$ cat src/rtl/context_switch_scheduler_pkg.sv
// Shared parameters for the context-switch scheduler: array stage codes,
// window command encodings and the switch FSM state type.
package context_switch_scheduler_pkg;

    localparam int STAGE_WIDTH = 3;

    localparam logic [STAGE_WIDTH-1:0] STAGE_IDLE          = 3'd0;
    localparam logic [STAGE_WIDTH-1:0] STAGE_WRITE_TO_MEM  = 3'd1;
    localparam logic [STAGE_WIDTH-1:0] STAGE_READ_FROM_MEM = 3'd2;

    localparam logic [1:0] WINDOW_CMD_NONE         = 2'd0;
    localparam logic [1:0] WINDOW_CMD_RESET_ROOTS  = 2'd1;
    localparam logic [1:0] WINDOW_CMD_PEELING      = 2'd2;
    localparam logic [1:0] WINDOW_CMD_RESULT_VALID = 2'd3;

    typedef enum logic [1:0] {
        ST_IDLE  = 2'd0,
        ST_SAVE  = 2'd1,
        ST_FETCH = 2'd2,
        ST_LOAD  = 2'd3
    } sw_state_e;

endpackage

$ cat src/rtl/context_switch_scheduler_if.sv
// Switch handshake, window command and context-memory/array control bundle.
interface context_switch_scheduler_if
    import context_switch_scheduler_pkg::*;
#(
    parameter int NUM_CONTEXTS = 4
);
    localparam int CTX_W = $clog2(NUM_CONTEXTS);

    logic                   switch_req;
    logic                   switch_skip;
    logic [1:0]             window_cmd;
    logic                   switch_ack;
    logic                   switch_done;
    logic [STAGE_WIDTH-1:0] ctx_stage;
    logic                   mem_we;
    logic [CTX_W-1:0]       mem_addr;
    logic                   do_not_store;
    logic [CTX_W-1:0]       cur_ctx;
    logic [CTX_W-1:0]       ctx_min;
    logic [CTX_W-1:0]       ctx_max;

    modport master (
        output switch_req, switch_skip, window_cmd,
        input  switch_ack, switch_done, ctx_stage, mem_we, mem_addr,
               do_not_store, cur_ctx, ctx_min, ctx_max
    );

    modport slave (
        input  switch_req, switch_skip, window_cmd,
        output switch_ack, switch_done, ctx_stage, mem_we, mem_addr,
               do_not_store, cur_ctx, ctx_min, ctx_max
    );

endinterface

$ cat src/rtl/context_switch_scheduler_ctx_window_tracker.sv
// Active context window and wrap-around successor of the resident context.
// Window logic is built only when CONTEXT_WINDOW_EN is defined; otherwise the
// window is the full range and the successor is a plain modulo-N increment.
module ctx_window_tracker
    import context_switch_scheduler_pkg::*;
#(
    parameter  int NUM_CONTEXTS = 4,
    localparam int CTX_W        = $clog2(NUM_CONTEXTS)
) (
    input  logic             clk,
    input  logic             reset,
    input  logic [1:0]       window_cmd_i,
    input  logic [CTX_W-1:0] cur_ctx_i,
    output logic [CTX_W-1:0] nxt_ctx_o,
    output logic [CTX_W-1:0] ctx_min_o,
    output logic [CTX_W-1:0] ctx_max_o
);
    localparam logic [CTX_W-1:0] HALF_C    = CTX_W'(NUM_CONTEXTS / 2);
    localparam logic [CTX_W-1:0] HALF_M1_C = CTX_W'(NUM_CONTEXTS / 2 - 1);
    localparam logic [CTX_W-1:0] LAST_C    = CTX_W'(NUM_CONTEXTS - 1);

`ifdef CONTEXT_WINDOW_EN
    logic [CTX_W-1:0] min_q, min_d, max_q, max_d;
    logic             full_q, full_d, not_first_q, not_first_d;

    // Window bounds and RESET_ROOTS history, reset to the low half.
    always_ff @(posedge clk) begin
        if (reset) begin
            min_q       <= '0;
            max_q       <= HALF_M1_C;
            full_q      <= 1'b0;
            not_first_q <= 1'b0;
        end else begin
            // NOTE: registers take non-blocking assignments so every flop samples pre-edge values.
            min_q       <= min_d;
            max_q       <= max_d;
            full_q      <= full_d;
            not_first_q <= not_first_d;
        end
    end

    // Window commands only take effect at a half boundary (context 0 or HALF).
    always_comb begin
        // NOTE: defaults first so no path through this block leaves a latch.
        min_d       = min_q;
        max_d       = max_q;
        full_d      = full_q;
        not_first_d = not_first_q;
        if (cur_ctx_i == '0 || cur_ctx_i == HALF_C) begin
            case (window_cmd_i)
                WINDOW_CMD_RESET_ROOTS: begin
                    if (!not_first_q) begin
                        min_d       = HALF_C;
                        max_d       = LAST_C;
                        not_first_d = 1'b1;
                    end else if (full_q) begin
                        min_d  = (cur_ctx_i == '0) ? HALF_C : '0;
                        max_d  = (cur_ctx_i == '0) ? LAST_C : HALF_M1_C;
                        full_d = 1'b0;
                    end else begin
                        min_d  = '0;
                        max_d  = LAST_C;
                        full_d = 1'b1;
                    end
                end
                WINDOW_CMD_PEELING: begin
                    min_d = (cur_ctx_i < HALF_C) ? '0 : HALF_C;
                    max_d = (cur_ctx_i < HALF_C) ? HALF_M1_C : LAST_C;
                end
                WINDOW_CMD_RESULT_VALID: begin
                    min_d = '0;
                    max_d = LAST_C;
                end
                default: ;
            endcase
        end
    end

    // Successor: wrap at the window top, then at the physical top.
    always_comb begin
        if (NUM_CONTEXTS == 2)
            nxt_ctx_o = ~cur_ctx_i;
        else if (cur_ctx_i == max_q)
            nxt_ctx_o = min_q;
        else if (cur_ctx_i == LAST_C)
            nxt_ctx_o = '0;
        else
            nxt_ctx_o = cur_ctx_i + CTX_W'(1);
    end

    assign ctx_min_o = min_q;
    assign ctx_max_o = max_q;
`else
    logic unused_window_inputs;
    assign unused_window_inputs = ^{clk, reset, window_cmd_i, HALF_C, HALF_M1_C};

    assign ctx_min_o = '0;
    assign ctx_max_o = LAST_C;
    assign nxt_ctx_o = cur_ctx_i + CTX_W'(1);
`endif

endmodule

$ cat src/rtl/context_switch_scheduler.sv
// Context-switch sequencer: SAVE -> FETCH -> LOAD on each accepted request,
// owning the shared context-memory address and the array stage/suppress flags.
// Optional window logic lives in ctx_window_tracker under CONTEXT_WINDOW_EN.
module context_switch_scheduler
    import context_switch_scheduler_pkg::*;
#(
    parameter int NUM_CONTEXTS = 4
) (
    input logic                  clk,
    input logic                  reset,
    context_switch_scheduler_if.slave bus
);
    localparam int CTX_W = $clog2(NUM_CONTEXTS);

    sw_state_e        state_q, state_d;
    logic             skip_q, skip_d;
    logic [CTX_W-1:0] cur_ctx_q, cur_ctx_d;
    logic [CTX_W-1:0] nxt_q, nxt_d;
    logic [CTX_W-1:0] nxt_ctx;

    ctx_window_tracker #(.NUM_CONTEXTS(NUM_CONTEXTS)) u_window (
        .clk          (clk),
        .reset        (reset),
        .window_cmd_i (bus.window_cmd),
        .cur_ctx_i    (cur_ctx_q),
        .nxt_ctx_o    (nxt_ctx),
        .ctx_min_o    (bus.ctx_min),
        .ctx_max_o    (bus.ctx_max)
    );

    // FSM state, latched skip flag, resident context and latched restore target.
    always_ff @(posedge clk) begin
        if (reset) begin
            state_q   <= ST_IDLE;
            skip_q    <= 1'b0;
            cur_ctx_q <= '0;
            nxt_q     <= '0;
        end else begin
            state_q   <= state_d;
            skip_q    <= skip_d;
            cur_ctx_q <= cur_ctx_d;
            nxt_q     <= nxt_d;
        end
    end

    // Next-state and per-stage outputs; strobes are gated by reset so an
    // aborted switch neither writes nor signals completion.
    always_comb begin
        state_d          = state_q;
        skip_d           = skip_q;
        cur_ctx_d        = cur_ctx_q;
        nxt_d            = nxt_q;
        bus.switch_ack   = 1'b0;
        bus.switch_done  = 1'b0;
        bus.ctx_stage    = STAGE_IDLE;
        bus.mem_we       = 1'b0;
        bus.mem_addr     = '0;
        bus.do_not_store = 1'b0;
        unique case (state_q)
            ST_IDLE: begin
                if (bus.switch_req && !reset) begin
                    bus.switch_ack = 1'b1;
                    skip_d         = bus.switch_skip;
                    state_d        = ST_SAVE;
                end
            end
            ST_SAVE: begin
                bus.ctx_stage    = STAGE_WRITE_TO_MEM;
                bus.mem_addr     = cur_ctx_q;
                bus.mem_we       = !skip_q && !reset;
                bus.do_not_store = skip_q;
                // Restore target is frozen here so a window command in FETCH cannot move it.
                nxt_d            = skip_q ? cur_ctx_q : nxt_ctx;
                state_d          = ST_FETCH;
            end
            ST_FETCH: begin
                bus.mem_addr     = nxt_q;
                bus.do_not_store = skip_q;
                state_d          = ST_LOAD;
            end
            ST_LOAD: begin
                bus.ctx_stage    = STAGE_READ_FROM_MEM;
                bus.mem_addr     = nxt_q;
                bus.do_not_store = skip_q;
                bus.switch_done  = !reset;
                cur_ctx_d        = nxt_q;
                state_d          = ST_IDLE;
            end
            default: state_d = ST_IDLE;
        endcase
    end

    assign bus.cur_ctx = cur_ctx_q;

endmodule

$ cat src/flat_wrapper.sv
// flat-port wrapper written by rule: the top's interface ports become plain ports
module context_switch_scheduler_flat import context_switch_scheduler_pkg::*;
#(
    parameter int NUM_CONTEXTS = 4
)
  (clk, reset, bus_switch_req, bus_switch_skip, bus_window_cmd, bus_switch_ack, bus_switch_done, bus_ctx_stage, bus_mem_we, bus_mem_addr, bus_do_not_store, bus_cur_ctx, bus_ctx_min, bus_ctx_max);
  context_switch_scheduler_if #(.NUM_CONTEXTS(NUM_CONTEXTS)) bus_i ();
  input logic clk;
  input logic reset;
  input wire logic [$bits(bus_i.switch_req)-1:0] bus_switch_req;
  input wire logic [$bits(bus_i.switch_skip)-1:0] bus_switch_skip;
  input wire logic [$bits(bus_i.window_cmd)-1:0] bus_window_cmd;
  output wire logic [$bits(bus_i.switch_ack)-1:0] bus_switch_ack;
  output wire logic [$bits(bus_i.switch_done)-1:0] bus_switch_done;
  output wire logic [$bits(bus_i.ctx_stage)-1:0] bus_ctx_stage;
  output wire logic [$bits(bus_i.mem_we)-1:0] bus_mem_we;
  output wire logic [$bits(bus_i.mem_addr)-1:0] bus_mem_addr;
  output wire logic [$bits(bus_i.do_not_store)-1:0] bus_do_not_store;
  output wire logic [$bits(bus_i.cur_ctx)-1:0] bus_cur_ctx;
  output wire logic [$bits(bus_i.ctx_min)-1:0] bus_ctx_min;
  output wire logic [$bits(bus_i.ctx_max)-1:0] bus_ctx_max;
  assign bus_i.switch_req = bus_switch_req;
  assign bus_i.switch_skip = bus_switch_skip;
  assign bus_i.window_cmd = bus_window_cmd;
  assign bus_switch_ack = bus_i.switch_ack;
  assign bus_switch_done = bus_i.switch_done;
  assign bus_ctx_stage = bus_i.ctx_stage;
  assign bus_mem_we = bus_i.mem_we;
  assign bus_mem_addr = bus_i.mem_addr;
  assign bus_do_not_store = bus_i.do_not_store;
  assign bus_cur_ctx = bus_i.cur_ctx;
  assign bus_ctx_min = bus_i.ctx_min;
  assign bus_ctx_max = bus_i.ctx_max;
  context_switch_scheduler #(.NUM_CONTEXTS(NUM_CONTEXTS)) u_core (.clk(clk), .reset(reset), .bus(bus_i));
endmodule
$ cat config.mk
export PLATFORM = sky130hd
export DESIGN_NAME = context_switch_scheduler_flat
export DESIGN_NICKNAME = d
export VERILOG_FILES = /design/src/rtl/context_switch_scheduler_pkg.sv /design/src/rtl/context_switch_scheduler_if.sv /design/src/rtl/context_switch_scheduler_ctx_window_tracker.sv /design/src/rtl/context_switch_scheduler.sv /design/src/flat_wrapper.sv
export SDC_FILE = /design/constraint.sdc
export NUM_CORES = 1
export LEC_CHECK = 0
export BUFFER_PORTS_ARGS = -buffer_cell sky130_fd_sc_hd__buf_2
export CAP_MARGIN = 30
export CORE_AREA = 2 2 39 41
export DETAILED_ROUTE_END_ITERATION = 16
export DIE_AREA = 0 0 41 43
export GPL_ROUTABILITY_DRIVEN = 0
export HOLD_SLACK_MARGIN = 0.1
export MAX_ROUTING_LAYER = met4
export SLEW_MARGIN = 30
export SYNTH_ARGS = -nofsm -noshare
export SYNTH_HDL_FRONTEND = slang
export SYNTH_HIERARCHICAL = 1
export SYNTH_SLANG_ARGS = --single-unit
export TNS_END_PERCENT = 50
$ cat constraint.sdc
create_clock -name clk -period 1.78 [get_ports clk]
set_input_delay 0.178 -clock clk [delete_from_list [all_inputs] [get_ports clk]]
set_output_delay 0.178 -clock clk [all_outputs]
set_load 0.01 [all_outputs]
==> run summary <==
count leader, synth - nor2_1
standard-cell rows - 14
First-pass DRT Iterations - 3
CTS hold repair buffers - 0
vias per cell - 4.38
register area share after synthesis - 0.297
number of remaining DRC errors - 0
Synth area leader - dfxtp_1
Post-Syn Area per Cell - 8.42 sq um
Post-CTS Setup Inserts - 0
largest net degree at the start of global routing - 11
Synth cell types - 18
Wirelength per Cell - 9.96 microns
Setup CP Type - reg -> out
initial antenna violation count - 0
HP Class - in -> reg
Critical Path End Type - output pin
CTS tree - yes
largest family of logic cells by synthesized area - adder cells
Leakage - 0.276 nW
Starting Density - 0.341
post-synthesis register bit count - 7
CTS max path bufs - 2
Root Driver - clkbuf_4
Post-Synthesis Cells - 56
Post-Synth XOR/XNOR Area - 0.0186
share of post-route cells with drive strength above 1 - 0.246
MaxCap Viol Count - 0
switching share of power - 0.409
Max IR drop VDD - 0.568 mV
first-iteration detailed-routing DRC count - 5
Num CTS Buffers - 3
Final Core Density - 0.398
startpoint types - flop
die height - 43 microns
Setup violations, final - 0
minimum clock period - 1630 ps
maximum fanout along the worst path - 7
Post-Route WL - 847 microns
mux contribution to synthesized area - 0.106
most common flop cell mapped by yosys - dfxtp_1
part of the cycle the worst path needs - 0.915
critical path required time - 1600 ps
status - complete, no violations
antenna-violating nets left - 0
Synth Area in Simple Gates - 0.162
power share of the sequential group - 0.364
I/O Pins - 21
RSZ-0062 raised after global routing - no
# clock sinks - 7
die area - 0.00176 sq mm
part of the power in the clock network - 0.210
post-synthesis adder-cell area fraction - 0.186
synth top area cells - dfxtp_1, ha_1, mux2i_1
die width - 41 microns
PwrDens - 1290 mW/mm^2
post-synthesis compound-gate area fraction - 0.0955
cell area after synthesis - 472 sq um
warnings from Yosys - 6
port bufs - 13
ys async rst share - 0
H-tree levels - 1
Comb power frac - 0.426
gr usage total - 0.124
top post-synthesis cells by count - nor2_1, dfxtp_1, ha_1
Layout Nets - 83
share of the synthesized area in the top cell type - 0.297
fmax - 614 MHz
Reg2Reg Setup Slack - 510 ps
Setup TNS - 0 ps
Worst Skew - 6.25 ps
clk_lat worst skew - 250 ps
vias in the first global route - 358
Internal - 0.420 mW
diodes inserted - 0
Post-synth EDFFs - 0
Tot Pwr - 0.710 mW
max-slew violations - 0
switching pwr - 0.291 mW
P&R area growth vs syn - 16.7%
Fill cells - 148
Fin. Hold Viols - 0
Worst-path clk slew - 60 ps
core area - 0.00138 sq mm
first-pass GRT wire length - 1440 microns
total number of vias - 372
GRT overflow - 0
Data arrival, critical path - 1450 ps
[stage by stage]
stage,std cells,setup WS (ps),instance area (sq um),hold slack (ps)
floorplan,58,570,479,326
global placement,81,376,523,444
detailed placement,81,358,523,450
CTS,85,68.9,549,182
global route,85,71.4,551,198
finish,85,151,551,185
[area by class of cell]
class	count	area, sq um	area share
Sequential cell	7	141	0.257
Tap cell	16	20.0	0.0364
Clock buffer	4	26.3	0.0477
Inverter	3	11.3	0.0205
Multi-Input combinational cell	42	287	0.520
Timing Repair Buffer	13	65.1	0.118
[layout by cell type, fill, tap and decap left out]
cell type	Yosys	routed
ha_1	7	7
o21ai_1	1	1
nand3_1	1	1
mux2i_1	5	5
a211oi_1	3	3
clkbuf_1	1	1
nand2_1	3	3
clkbuf_4	0	3
dfxtp_1	7	6
nor2b_1	2	2
xor2_1	1	1
conb_1	3	5
a21oi_1	2	2
inv_1	3	3
a22oi_1	1	1
dfxtp_2	0	1
nor2_1	9	9
nand2b_1	1	1
nor3b_1	1	1
buf_2	0	13
[layer usage]
layer	global-route usage	vias to the layer above	part of all wire
li1	-	198	-
met1	0.156	161	0.48
met2	0.169	13	0.46
met3	0.0157	0	0.063
met4	0.100	0	0
met5	-	-	0
[worst max-delay path, stage by stage, from the launching register on]
cell     delay, ps
dfxtp_2        350
inv_1          120
ha_1           320
a22oi_1        130
nor2_1         120
buf_2          150
[power groups by stage]
| stage | registers (mW) | logic (mW) | clock network, mW |
|---|---|---|---|
| 6_report | 0.259 | 0.302 | 0.149 |
| 5_1_grt | 0.267 | 0.352 | 0.162 |
| 4_1_cts | 0.256 | 0.307 | 0.154 |
| 3_5_place_dp | 0.260 | 0.306 | 0 |
| 3_3_place_gp | 0.259 | 0.302 | 0 |
| 2_1_floorplan | 0.245 | 0.243 | 0 |
[state kept, by name, summed over array words and instances (netlist names)]
| name | count |
|---|---|
| u_core/skip_q | 1 |
| u_core/nxt_q | 2 |
| u_core/state_q | 2 |
| u_core/bus.cur_ctx | 2 |
[worst paths after layout]
kind / start / to / depth (start not counted)
min reg2reg: u_core/nxt_q[1] / u_core/nxt_q[1] / 2
max reg2reg: u_core/state_q[0] / u_core/state_q[1] / 5
min: bus_switch_skip / u_core/skip_q / 3
max: u_core/state_q[1] / bus_mem_addr[1] / 5
[timing repair]
item / CTS / global route
setup endpoints to repair: 0 / 1
endpoints found under the hold margin: 0 / 0
gates resized for setup: 0 / 1
[cell families (layout without fill, tap and decap cells)]
family                     count (synthesis)  in the layout
xor gates and xnor gates                   1              1
adders and majority gates                  7              7
and+or+nand+nor                           17             17
AOI/OAI and AO/OA                          7              7
buffers and inverters                      9             20
DFF                                        7              7
other                                      3              5
muxes                                      5              5
No activity file was read; power rests on OpenSTA's default activity.
